`src/rtl/tmds_enc_mc.sv`:
```
`default_nettype none
// ============================================================================
// Module   : tmds_enc_mc
// Brief    : Multi-lane TMDS 8b/10b encoder, two-stage pipeline, shared de.
//            Define TMDS_ENC_MC_GUARD_BAND_EN for HDMI video guard-band
//            insertion (adds two output stages).
// Revision : 1.0 - initial release
// ============================================================================
module tmds_enc_mc #(
    parameter int         CHANNELS    = 3,
    parameter logic [7:0] GB_ODD_MASK = 8'b0000_0010
) (
    input  logic                    clk_i,
    input  logic                    rst_n_i,
    input  logic                    de_i,
    input  logic [8*CHANNELS-1:0]   data_i,
    input  logic [2*CHANNELS-1:0]   ctrl_i,
    output logic                    valid_o,
    output logic [10*CHANNELS-1:0]  tmds_o,
    output logic [5*CHANNELS-1:0]   disp_o
);

    localparam logic [9:0] C_SYM_CTRL0 = 10'b1101010100;
    localparam logic [9:0] C_SYM_CTRL1 = 10'b0010101011;
    localparam logic [9:0] C_SYM_CTRL2 = 10'b0101010100;
    localparam logic [9:0] C_SYM_CTRL3 = 10'b1010101011;
    localparam logic [9:0] C_GB_ODD    = 10'b0100110011;
    localparam logic [9:0] C_GB_EVEN   = 10'b1011001100;

    logic                   r1_de;
    logic                   r2_de;
    logic [10*CHANNELS-1:0] w_s2_tmds;
    logic [5*CHANNELS-1:0]  w_s2_disp;
    logic [10*CHANNELS-1:0] w_gb_sym;
    logic                   w_gb_sel;

    always_ff @(posedge clk_i or negedge rst_n_i) begin
        if (!rst_n_i) begin
            r1_de <= 1'b0;
            r2_de <= 1'b0;
        end else begin
            r1_de <= de_i;
            r2_de <= r1_de;
        end
    end

    for (genvar k = 0; k < CHANNELS; k++) begin : g_lane
        logic [7:0] w_d;
        logic [3:0] w_n1_d;
        logic       w_use_xnor;
        logic [8:0] w_qm;
        logic [8:0] r_qm;
        logic [1:0] r_ctrl;
        logic [3:0] w_n1_q;
        logic [4:0] w_bal;
        logic       w_cnt_pos;
        logic       w_cnt_neg;
        logic [9:0] w_sym;
        logic [4:0] w_cnt_next;
        logic [9:0] r_sym;
        logic [4:0] r_cnt;

        assign w_d        = data_i[8*k +: 8];
        assign w_n1_d     = 4'($countones(w_d));
        assign w_use_xnor = (w_n1_d > 4'd4) || ((w_n1_d == 4'd4) && !w_d[0]);

        always_comb begin
            w_qm    = '0;
            w_qm[0] = w_d[0];
            for (int i = 1; i < 8; i++) begin
                w_qm[i] = w_use_xnor ? ~(w_qm[i-1] ^ w_d[i]) : (w_qm[i-1] ^ w_d[i]);
            end
            w_qm[8] = ~w_use_xnor;
        end

        always_ff @(posedge clk_i or negedge rst_n_i) begin
            if (!rst_n_i) begin
                r_qm   <= '0;
                r_ctrl <= '0;
            end else begin
                r_qm   <= w_qm;
                r_ctrl <= ctrl_i[2*k +: 2];
            end
        end

        // w_bal = N1 - N0 of the minimised word, 5-bit two's complement
        assign w_n1_q    = 4'($countones(r_qm[7:0]));
        assign w_bal     = {w_n1_q, 1'b0} - 5'd8;
        assign w_cnt_pos = !r_cnt[4] && (r_cnt != 5'd0);
        assign w_cnt_neg = r_cnt[4];

        always_comb begin
            w_sym      = C_SYM_CTRL0;
            w_cnt_next = 5'd0;
            if (!r1_de) begin
                case (r_ctrl)
                    2'b00:   w_sym = C_SYM_CTRL0;
                    2'b01:   w_sym = C_SYM_CTRL1;
                    2'b10:   w_sym = C_SYM_CTRL2;
                    default: w_sym = C_SYM_CTRL3;
                endcase
            end else if ((r_cnt == 5'd0) || (w_n1_q == 4'd4)) begin
                w_sym      = {~r_qm[8], r_qm[8], r_qm[8] ? r_qm[7:0] : ~r_qm[7:0]};
                w_cnt_next = r_qm[8] ? (r_cnt + w_bal) : (r_cnt - w_bal);
            end else if ((w_cnt_pos && (w_n1_q > 4'd4)) || (w_cnt_neg && (w_n1_q < 4'd4))) begin
                w_sym      = {1'b1, r_qm[8], ~r_qm[7:0]};
                w_cnt_next = r_cnt + {3'b000, r_qm[8], 1'b0} - w_bal;
            end else begin
                w_sym      = {1'b0, r_qm[8], r_qm[7:0]};
                w_cnt_next = r_cnt + w_bal - {3'b000, ~r_qm[8], 1'b0};
            end
        end

        always_ff @(posedge clk_i or negedge rst_n_i) begin
            if (!rst_n_i) begin
                r_sym <= C_SYM_CTRL0;
                r_cnt <= 5'd0;
            end else begin
                r_sym <= w_sym;
                r_cnt <= w_cnt_next;
            end
        end

        assign w_s2_tmds[10*k +: 10] = r_sym;
        assign w_s2_disp[5*k +: 5]   = r_cnt;
        assign w_gb_sym[10*k +: 10]  = GB_ODD_MASK[k] ? C_GB_ODD : C_GB_EVEN;
    end

`ifdef TMDS_ENC_MC_GUARD_BAND_EN
    // r*_real marks symbols derived from sampled inputs, so the reset filler
    // in the pipeline is never turned into a guard band.
    logic                   r1_real;
    logic                   r2_real;
    logic                   r3_real;
    logic                   r3_de;
    logic                   r4_de;
    logic [10*CHANNELS-1:0] r3_tmds;
    logic [10*CHANNELS-1:0] r4_tmds;
    logic [5*CHANNELS-1:0]  r3_disp;
    logic [5*CHANNELS-1:0]  r4_disp;

    // Stage 3 is a control symbol followed by data within the next two symbols.
    assign w_gb_sel = r3_real && !r3_de && (r2_de || r1_de);

    always_ff @(posedge clk_i or negedge rst_n_i) begin
        if (!rst_n_i) begin
            r1_real <= 1'b0;
            r2_real <= 1'b0;
            r3_real <= 1'b0;
            r3_de   <= 1'b0;
            r4_de   <= 1'b0;
            r3_tmds <= {CHANNELS{C_SYM_CTRL0}};
            r4_tmds <= {CHANNELS{C_SYM_CTRL0}};
            r3_disp <= '0;
            r4_disp <= '0;
        end else begin
            r1_real <= 1'b1;
            r2_real <= r1_real;
            r3_real <= r2_real;
            r3_de   <= r2_de;
            r4_de   <= r3_de;
            r3_tmds <= w_s2_tmds;
            r4_tmds <= w_gb_sel ? w_gb_sym : r3_tmds;
            r3_disp <= w_s2_disp;
            r4_disp <= w_gb_sel ? '0 : r3_disp;
        end
    end

    assign valid_o = r4_de;
    assign tmds_o  = r4_tmds;
    assign disp_o  = r4_disp;
`else
    assign w_gb_sel = 1'b0;
    assign valid_o  = r2_de;
    assign tmds_o   = w_gb_sel ? w_gb_sym : w_s2_tmds;
    assign disp_o   = w_s2_disp;
`endif

endmodule
`default_nettype wire
```
`config.mk`:
```
export PLATFORM = sky130hd
export DESIGN_NAME = tmds_enc_mc
export DESIGN_NICKNAME = d
export VERILOG_FILES = /design/src/rtl/tmds_enc_mc.sv
export SDC_FILE = /design/constraint.sdc
export NUM_CORES = 1
export LEC_CHECK = 0
export ABC_AREA = 1
export BUFFER_PORTS_ARGS = -buffer_cell sky130_fd_sc_hd__buf_2
export CORE_ASPECT_RATIO = 0.9
export CORE_UTILIZATION = 40
export CTS_CLUSTER_SIZE = 10
export DETAILED_ROUTE_END_ITERATION = 6
export MAX_ROUTING_LAYER = met4
export PLACE_DENSITY = 0.66
export SLEW_MARGIN = 20
export SYNTH_ARGS = -nofsm -noshare
export SYNTH_HDL_FRONTEND = slang
export SYNTH_SLANG_ARGS = --single-unit
```
`constraint.sdc`:
```
create_clock -name clk_i -period 11.3 [get_ports clk_i]
set_clock_uncertainty 0.2 [all_clocks]
set_input_delay 0.565 -clock clk_i [delete_from_list [all_inputs] [get_ports clk_i]]
set_output_delay 0.565 -clock clk_i [all_outputs]
set_load 0.005 [all_outputs]
```
==> impl_metrics.py, run 1 <==
metrics = {
    "timing": {
        "fin_setup_tns_ns": 0,
        "slew_headroom_pct": 36.9,
        "fmax_ghz": 0.215,
        "min_period_ns": 4.64,
        "worst_pin_slew_ns": 0.947,
        "drv_slew": 0,
        "hold_ws_ns": 0.125,
        "setup_violations": 0,
        "rsz0062_at_grt": "false",
        "finalCritPeriodShare_pct": 41.1,
        "hold_viol_final": 0,
    },
    "floorplan": {
        "initial_core_util_pct": 41.5,
        "io_pins": 79,
        "die_h_um": 123,
        "die_area_um2": 16700,
        "rows": 43,
        "die_w_um": 136,
        "core-area_um2": 15700,
    },
    "detailed_routing": {
        "via_per_inst": 4.67,
        "totalWireLength_um": 13000,
        "dr.first_iter.drc_count": 247,
        "drc": 0,
        "firstDrtPassIters": 5,
        "postRouteAntennaNets": 0,
        "wl_per_cell_um": 12.3,
        "num_vias": 4964,
    },
    "critical_path": {
        "setup.worst_path.start": "g_lane[1].r_qm[0]",
        "r2r-start": "g_lane[1].r_qm[0]",
        "required_ns": 11.31,
        "path_cells": "fa_1, inv_1, fa_1, fa_1, inv_1, ha_1, fa_1, xnor2_1, inv_1, ha_1, nand3_1, o21ai_4, inv_2, nand3_2, nand2_4, nand2_1, nand3_1, nand2_1",
        "crit_path_frequent_cell": "fa_1",
        "critPathLaunchType": "flip-flop",
        "critical_path_buf_inv_count": 4,
        "cp.depth": 18,
        "crit_fanout": 10,
        "critPathCaptureType": "flip-flop",
        "arrival_ns": 4.65,
        "r2r_cells": 18,
        "cp_slowest_cell": "fa_1",
        "cpPeakStageDelay_ns": 0.54,
        "cp_top_family": "adder cells",
        "worstSetupPathType": "reg -> reg",
    },
    "finish": {
        "multi_input_area_um2": 3880,
        "regArea_um2": 1950,
        "drive_above_1_share_pct": 17.6,
        "layout.cells.most_common": "nand2_1",
        "mostFrequentLayoutCells": "193 x nand2_1, 153 x inv_1, 80 x nand3_1",
        "final_nets": 996,
        "diodes": 0,
        "areaGrowthSynthToFinish_pct": 13.7,
        "post-route-util_pct": 47.1,
        "fill_cells": 1508,
    },
    "grt": {
        "grt_max_degree": 78,
        "first_global_vias": 4682,
        "grt_overflow": 0,
        "grt_pass1_wl_um": 22300,
        "track_usage_pct": 17.8,
        "antenna_found_initial": 0,
    },
    "clock_tree": {
        "htree_levels": 3,
        "clockRootBuffer": "clkbuf_16",
        "cts_buffer_depth": 2,
        "clk_pin_slew_worst_paths_ns": 0.06,
        "cts_setup_buffers": 0,
        "holdBufCountCts": 0,
        "cts_sinks": 77,
        "cts_buffers": 9,
        "ctsResizeCount": 0,
        "cts_tree": "yes",
        "clock_latency_ns": 0.35,
    },
    "placed_design": {
        "dpl.hpwl_um": 10500,
        "place_congestion": 0.885,
        "port_buffers": 75,
    },
    "synth": {
        "synth.distinct_cells": 39,
        "syn_avg_cell_area_um2": 8.38,
        "netlist_area_um2": 6490,
        "synth_seq_cells": 77,
        "synth_warnings": 0,
        "ys_seq_area_share_pct": 30.0,
        "synth_cells": 775,
    },
    "hold_path": {
        "hold_path_depth": 1,
        "worstHoldStart": "ctrl_i[1]",
        "hold_path_class": "in -> reg",
    },
    "flow_run": {
        "timing.max_cap.violations": 0,
    },
    "run_status": {
        "status": "finished, final reports clean",
    },
}
==> worst paths after layout <==
check | slack (ns) | end
worst max-delay path | 6.66 | g_lane[1].r_sym[3]
worst min-delay path | 0.13 | g_lane[0].r_ctrl[1]
worst max register to register | 6.66 | g_lane[1].r_sym[3]
worst min register to register | 0.30 | g_lane[0].r_sym[6]
max in group asynchronous | 10.12 | g_lane[0].r_sym[0]
min in group asynchronous | 0.15 | g_lane[2].r_cnt[4]
==> per-stage QoR <==
stage / setup slack, ns / std cells / area [um^2]
after floorplan: 7.01 / 777 / 6500
after global placement: 6.70 / 1046 / 7080
after detailed placement: 6.70 / 1046 / 7080
after CTS: 6.68 / 1062 / 7380
after global routing: 6.39 / 1062 / 7380
final: 6.66 / 1062 / 7380
==> synth_stat cells, drive strengths merged <==
| cell type | number | area [um^2] |
|---|---|---|
| nand2 | 206 | 821 |
| inv | 163 | 619 |
| nand3 | 87 | 478 |
| ha | 69 | 863 |
| dfrtp | 62 | 1550 |
| fa | 39 | 781 |
| o21ai | 30 | 218 |
| xor2 | 28 | 260 |
| a21oi | 18 | 90.1 |
| dfstp | 15 | 394 |
| xnor2 | 15 | 139 |
| nor2 | 13 | 66.3 |
| buf | 7 | 50.0 |
| nand3b | 5 | 45.0 |
| o211ai | 5 | 37.5 |
| or2 | 3 | 18.8 |
| a211oi | 2 | 15.0 |
| and2 | 2 | 12.5 |
| clkbuf | 2 | 7.51 |
| conb | 1 | 3.75 |
| nand4 | 1 | 6.26 |
| o21a | 1 | 7.51 |
| o21bai | 1 | 7.51 |
==> area by class of cell <==
cell class | instances | area share (%)
well taps | 202 | 3.42
flip-flops and latches | 77 | 26.4
repair buffers | 76 | 5.22
clock buffers | 9 | 3.05
inverters | 163 | 8.39
clock inverters | 7 | 1.00
multi-input cells | 528 | 52.5
==> flip-flops by register name, indices dropped and copies added (netlist names) <==
register and cells:
g_lane.r_sym 30, g_lane.r_qm 27, g_lane.r_cnt 12, g_lane.r_ctrl 6, r1_de 1, valid_o 1
==> cells by family (layout without fill, tap and decap cells) <==
| kind of cell | count (synthesis) | count (layout) | share of synthesized area, % |
|---|---|---|---|
| flops | 77 | 77 | 30.0 |
| buf+inv | 172 | 255 | 10.4 |
| compound gates | 57 | 57 | 5.78 |
| fa+ha+maj | 108 | 108 | 25.3 |
| simple gates | 317 | 317 | 22.3 |
| xor+xnor | 43 | 43 | 6.15 |
| other cells | 1 | 3 | 0.0578 |
==> routing by layer <==
metal,vias to the layer above,GRT usage (%),routed length (um)
met2,124,27.6,6000
met5,-,-,0
met4,0,5.14,164
li1,2538,-,-
met3,10,3.02,600
met1,2292,23.9,6270
Power of run 1 is left out: the tool's default activity adds up to more than one toggle a clock period on the data nets, which glitch-free logic cannot reach.
==> run 2, diff against run 1 <==
- ABC_AREA: 1 -> 0
- PLACE_DENSITY: 0.66 -> 0.67
- clock period: 11.3 -> 4.3 ns (I/O delays scaled with it)
==> run 2 against run 1 <==
Effect of this change:
- the flow now finishes with violations (setup timing)
- die area decreased by 3.4%
- setup slack lost 6.9 ns
- via count is 2.1% lower
- global-route usage rose by 2.0 points
- count of clock-buffer cells in the layout rose by 2
- register-to-register slack got worse by 6.9 ns
- synthesized cell count fell by 21%
- worst hold slack got worse by 0.11 ns
- sequential share of layout area is 3.0 points lower
- critical path type unchanged
==> impl_metrics.py, run 2 <==
metrics = {
    "placed_design": {
        "place_congestion": 0.911,
        "port_buffers": 75,
        "post-place-ws_ns": -0.329,
        "dpl.hpwl_um": 11200,
    },
    "finish": {
        "mostFrequentLayoutCells": "89 x inv_1, 74 x buf_2, 61 x dfrtp_1",
        "largest_reg_flops": 30,
        "final_nets": 894,
        "drive_above_1_share_pct": 34.7,
        "multi_input_area_um2": 4390,
        "regMostFlops": "g_lane.r_sym",
        "fill_cells": 1372,
        "areaGrowthSynthToFinish_pct": 32.9,
        "layout.cells.most_common": "inv_1",
        "regArea_um2": 1950,
        "reg.largest.list": "g_lane.r_sym: 30 flops, g_lane.r_qm: 27 flops, g_lane.r_cnt: 12 flops",
        "diodes": 0,
    },
    "synth": {
        "syn_avg_cell_area_um2": 10.3,
        "synth_seq_cells": 77,
        "ys_seq_area_share_pct": 31.0,
        "yosys.cell_count.top_type": "inv_1",
        "netlist_area_um2": 6270,
        "synth.distinct_cells": 62,
        "synth_area_leader_cell": "dfrtp_1",
        "synth-main-ff-cell": "dfrtp_1",
        "yosys-top-cells-count": "103 x inv_1, 69 x ha_1, 62 x dfrtp_1, 51 x xnor2_1, 39 x fa_1",
        "netlist_top_cells_area": "dfrtp_1 25%, ha_1 14%, fa_1 12%",
        "synth_warnings": 0,
        "synth-edff-count": 0,
        "synth_cells": 609,
        "netlist.area_leader.share_pct": 24.7,
        "async_reset_ff_share_pct": 100,
    },
    "timing": {
        "worst_pin_slew_ns": 0.795,
        "setup_slack_ns": -0.231,
        "fmax_ghz": 0.221,
        "min_period_ns": 4.53,
        "hold_viol_final": 0,
        "setup_violations": 20,
        "drv_slew": 0,
        "rsz0062_at_grt": "true",
        "hold_ws_ns": 0.0162,
        "finalCritPeriodShare_pct": 105,
        "slew_headroom_pct": 47.0,
    },
    "grt": {
        "antenna_found_initial": 0,
        "grt_overflow": 0,
        "grt_pass1_wl_um": 24800,
        "track_usage_pct": 19.8,
        "first_global_vias": 5063,
        "grt_max_degree": 62,
    },
    "floorplan": {
        "initial_core_util_pct": 40.8,
        "die_area_um2": 16200,
        "io_pins": 79,
        "core-area_um2": 15400,
        "die_h_um": 121,
        "die_w_um": 134,
        "rows": 43,
    },
    "critical_path": {
        "cp_slowest_cell": "fa_1",
        "worstSetupPathType": "reg -> reg",
        "crit_fanout": 3,
        "critPathCaptureType": "flip-flop",
        "crit_path_frequent_cell": "fa_1",
        "cpPeakStageDelay_ns": 0.53,
        "path_cells": "fa_1, inv_1, fa_1, fa_1, inv_2, ha_4, fa_2, xor2_4, ha_2, xor2_1, buf_4, xor2_1, xnor2_1, o21ai_1, a211oi_2",
        "cp_top_family": "adder cells",
        "arrival_ns": 4.59,
        "required_ns": 4.35,
        "critical_path_buf_inv_count": 3,
        "cp.depth": 15,
        "r2r_cells": 15,
        "critPathLaunchType": "flip-flop",
        "reg2reg_slack_ns": -0.23,
    },
    "clock_tree": {
        "cts_buffers": 9,
        "cts_buffer_depth": 2,
        "cts_sinks": 77,
        "clock_latency_ns": 0.33,
        "htree_levels": 3,
        "clk_pin_slew_worst_paths_ns": 0.07,
        "cts_tree": "yes",
        "clockRootBuffer": "clkbuf_16",
    },
    "hold_path": {
        "hold_path_class": "in -> reg",
        "hold_path_depth": 3,
    },
    "run_status": {
        "status": "complete, but fails checks",
        "violations": "setup timing",
    },
    "detailed_routing": {
        "drc": 0,
        "wl_per_cell_um": 16.0,
        "via_per_inst": 5.06,
        "postRouteAntennaNets": 0,
        "totalWireLength_um": 15400,
        "num_vias": 4862,
        "firstDrtPassIters": 4,
        "dr.first_iter.drc_count": 365,
    },
    "flow_run": {
        "timing.max_cap.violations": 0,
    },
}
## run 2: cell types whose count changed after synthesis, moves of 13 or more
cell	delta
nand2_1	-183
nand3_1	-69
inv_1	-50
xnor2_1	+37
nand4_1	+22
a21o_1	+17
nor3_1	+13
## run 2: path summary, 6_finish.rpt
kind,startpoint,to
setup / recovery,g_lane[0].r_qm[0],g_lane[0].r_cnt[4]
setup reg to reg,g_lane[0].r_qm[0],g_lane[0].r_cnt[4]
max in group asynchronous,rst_n_i,g_lane[1].r_sym[4]
min in group asynchronous,rst_n_i,g_lane[0].r_cnt[4]
hold / removal,data_i[23],g_lane[2].r_qm[7]
hold reg to reg,g_lane[1].r_qm[4],g_lane[1].r_sym[4]
## run 2: area by class of cell
cell class	instances	area share, %
multi-input cells	410	52.6
repair buffers	152	13.0
inverters	103	4.67
clock buffers	11	2.91
clock inverters	5	0.435
well taps	202	3.03
flip-flops and latches	77	23.4
## run 2: logic make-up (layout without fill, tap and decap cells)
kind of cell / Yosys count / count (layout) / share of synthesized area (%)
AOI/OAI and AO/OA: 103 / 103 / 11.5
xor gates and xnor gates: 82 / 82 / 12.7
adders and majority gates: 108 / 108 / 26.2
buffers and inverters: 124 / 271 / 7.78
DFF: 77 / 77 / 31.0
muxes: 7 / 7 / 1.16
other: 1 / 3 / 0.0598
and+or+nand+nor: 107 / 107 / 9.58
## run 2: repair_timing
item,CTS,global route
setup endpoints to repair,37,38
buffers inserted,7,5
gates cloned,1,2
endpoints found under the hold margin,51,0
resized for setup,47,65
hold buffers,18,0
pin swaps,22,36
## run 2: through the flow
step	util, %	area (um^2)	instances	setup TNS, ns
after global routing	54.2	8340	960	-5.62
after global placement	47.0	7230	913	-1.41
after CTS	51.8	7970	955	-1.18
after detailed placement	47.0	7230	913	-4.25
final	54.2	8340	960	-2.16
after floorplan	-	6320	611	-0.233
## run 2: per-layer routing
metal | GRT usage [%] | up-vias | routed length, um
met3 | 1.97 | 22 | 442
li1 | - | 2315 | -
met5 | - | - | 0
met4 | 6.46 | 0 | 218
met2 | 32.0 | 107 | 7530
met1 | 26.3 | 2418 | 7180
## run 2: tightest hold or removal path: stages
cell and delay, ns:
buf_2 0.10, xnor2_1 0.13, xnor2_1 0.06
Power of run 2 is left out for the same reason.
==> run 3, diff against run 2 <==
==> constraint.sdc (replaced) <==
create_clock -name clk_i -period 4.73 [get_ports clk_i]
set_clock_uncertainty 0.2 [all_clocks]
set_input_delay 0.2365 -clock clk_i [delete_from_list [all_inputs] [get_ports clk_i]]
set_output_delay 0.2365 -clock clk_i [all_outputs]
set_load 0.05 [all_outputs]
==> run 3 against run 2 <==
Effect of this change:
- the run now ends clean
- setup slack better by 0.39 ns
- wire length is 9.5% lower
- non-clock buffer count is 47 lower
- maximum frequency is 0.77% lower
- sequential share of layout area is 2.6 points higher
- final cell count is 4.9% lower
- worst hold slack worse by 0.0093 ns
- global-route usage is 1.4 points lower
- via count is 5.0% lower
- die area stayed put
- critical path type unchanged
==> impl_metrics.py, run 3 (synthesized netlist as in run 2, its figures left out) <==
metrics = {
    "finish": {
        "final_nets": 847,
        "fill_cells": 1420,
        "regArea_um2": 1950,
        "multi_input_area_um2": 3930,
        "drive_above_1_share_pct": 21.2,
        "layout.cells.most_common": "inv_1",
        "diodes": 0,
        "mostFrequentLayoutCells": "102 x inv_1, 74 x buf_2, 64 x ha_1",
        "stdcell_area_um2": 7520,
        "largest_reg_flops": 30,
        "areaGrowthSynthToFinish_pct": 19.9,
        "post-route-util_pct": 48.9,
        "reg.largest.list": "g_lane.r_sym: 30 flops, g_lane.r_qm: 27 flops, g_lane.r_cnt: 12 flops",
        "regMostFlops": "g_lane.r_sym",
    },
    "critical_path": {
        "cp_slowest_cell": "fa_2",
        "crit_fanout": 4,
        "worstSetupPathType": "reg -> reg",
        "cpPeakStageDelay_ns": 0.57,
        "r2r-start": "g_lane[0].r_qm[0]",
        "critical_path_buf_inv_count": 4,
        "reg2reg_slack_ns": 0.16,
        "arrival_ns": 4.56,
        "critPathLaunchType": "flip-flop",
        "path_cells": "fa_1, inv_1, fa_1, fa_1, inv_1, ha_2, fa_2, inv_1, ha_1, inv_1, fa_1, xnor2_1, and3_1, o311ai_1, o31ai_1",
        "r2r_cells": 15,
        "required_ns": 4.73,
        "critPathCaptureType": "flip-flop",
        "reg2reg_to": "g_lane[0].r_cnt[3]",
        "cp_top_family": "adder cells",
    },
    "grt": {
        "antenna_found_initial": 0,
        "grt_overflow": 0,
        "first_global_vias": 4544,
        "track_usage_pct": 18.5,
        "grt_max_degree": 78,
        "grt_pass1_wl_um": 22700,
    },
    "placed_design": {
        "place_congestion": 0.879,
        "port_buffers": 75,
        "dpl.hpwl_um": 10700,
        "dpl_cell_area_um2": 6890,
    },
    "floorplan": {
        "initial_core_util_pct": 40.8,
        "die_area_um2": 16200,
        "rows": 43,
        "core-area_um2": 15400,
        "die_h_um": 121,
        "die_w_um": 134,
        "io_pins": 79,
    },
    "detailed_routing": {
        "drc": 0,
        "dr.first_iter.drc_count": 383,
        "postRouteAntennaNets": 0,
        "firstDrtPassIters": 5,
        "totalWireLength_um": 13900,
        "wl_per_cell_um": 15.2,
        "num_vias": 4618,
        "via_per_inst": 5.06,
    },
    "timing": {
        "finalCritPeriodShare_pct": 96.5,
        "min_period_ns": 4.57,
        "fmax_ghz": 0.219,
        "setup_violations": 0,
        "hold_viol_final": 0,
        "drv_slew": 0,
        "slew_headroom_pct": 35.5,
        "hold_ws_ns": 0.00691,
        "worst_pin_slew_ns": 0.968,
    },
    "flow_run": {
        "timing.max_cap.violations": 0,
    },
    "clock_tree": {
        "clk_pin_slew_worst_paths_ns": 0.06,
        "cts_tree": "yes",
        "htree_levels": 3,
        "clock_latency_ns": 0.35,
        "cts_sinks": 77,
        "clockRootBuffer": "clkbuf_16",
        "cts_buffer_depth": 2,
        "cts_buffers": 9,
    },
    "run_status": {
        "status": "finished, final reports clean",
    },
    "hold_path": {
        "hold_path_depth": 3,
        "worstHoldStart": "data_i[15]",
        "min_to": "g_lane[1].r_qm[7]",
        "hold_path_class": "in -> reg",
    },
}
-- run 3: layer usage --
layer	track usage, %	share of wire, %
met1	25.0	49
met3	2.47	3.2
met4	7.24	2.1
met5	-	0
met2	28.1	46
-- run 3: through the flow --
stage | instances | TNS, ns | worst slack [ns]
after floorplan | 611 | 0 | 0.241
after global placement | 874 | 0 | 0.121
after detailed placement | 874 | 0 | 0.0148
after CTS | 908 | 0 | 0.00194
after global routing | 913 | -0.00445 | -0.00445
final | 913 | 0 | 0.164
-- run 3: how the worst max path moves through the flow --
stage | slack, ns | from | to | cells after the start
final | 0.16 | g_lane[0].r_qm[0] | g_lane[0].r_cnt[3] | 15
after global routing | -0.004 | g_lane[1].r_qm[0] | g_lane[1].r_cnt[4] | 14
after CTS | 0.002 | g_lane[0].r_qm[0] | g_lane[0].r_cnt[3] | 15
after detailed placement | 0.01 | g_lane[0].r_qm[0] | g_lane[0].r_cnt[3] | 15
after global placement | 0.12 | g_lane[0].r_qm[0] | g_lane[0].r_cnt[3] | 15
after floorplan | 0.24 | g_lane[0].r_qm[0] | g_lane[0].r_cnt[3] | 15
-- run 3: final cells by class --
type,instances,share of cell area [%]
Multi-Input combinational cell,410,52.2
Sequential cell,77,25.9
Timing Repair Buffer,105,8.95
Inverter,103,5.14
Tap cell,202,3.36
Clock buffer,9,3.00
Clock inverter,7,1.41
-- run 3: worst register-to-register path: cells and delay by family (launching register included) --
family                   cells  cell delay, ns
buffers and inverters        4            0.24
XOR/XNOR                     1            0.16
flip-flops                   1            0.41
AO/OA/AOI/OAI                2            0.35
adder cells (fa/ha/maj)      7            2.88
AND/OR/NAND/NOR              1            0.18
-- run 3: repair_timing --
action                     4_1_cts  5_1_grt
hold endpoints to repair        79        0
resized for setup                0       20
setup endpoints to repair        0       23
setup buffers                    0        5
hold buffers                    18        0
Power of run 3 is left out for the same reason.
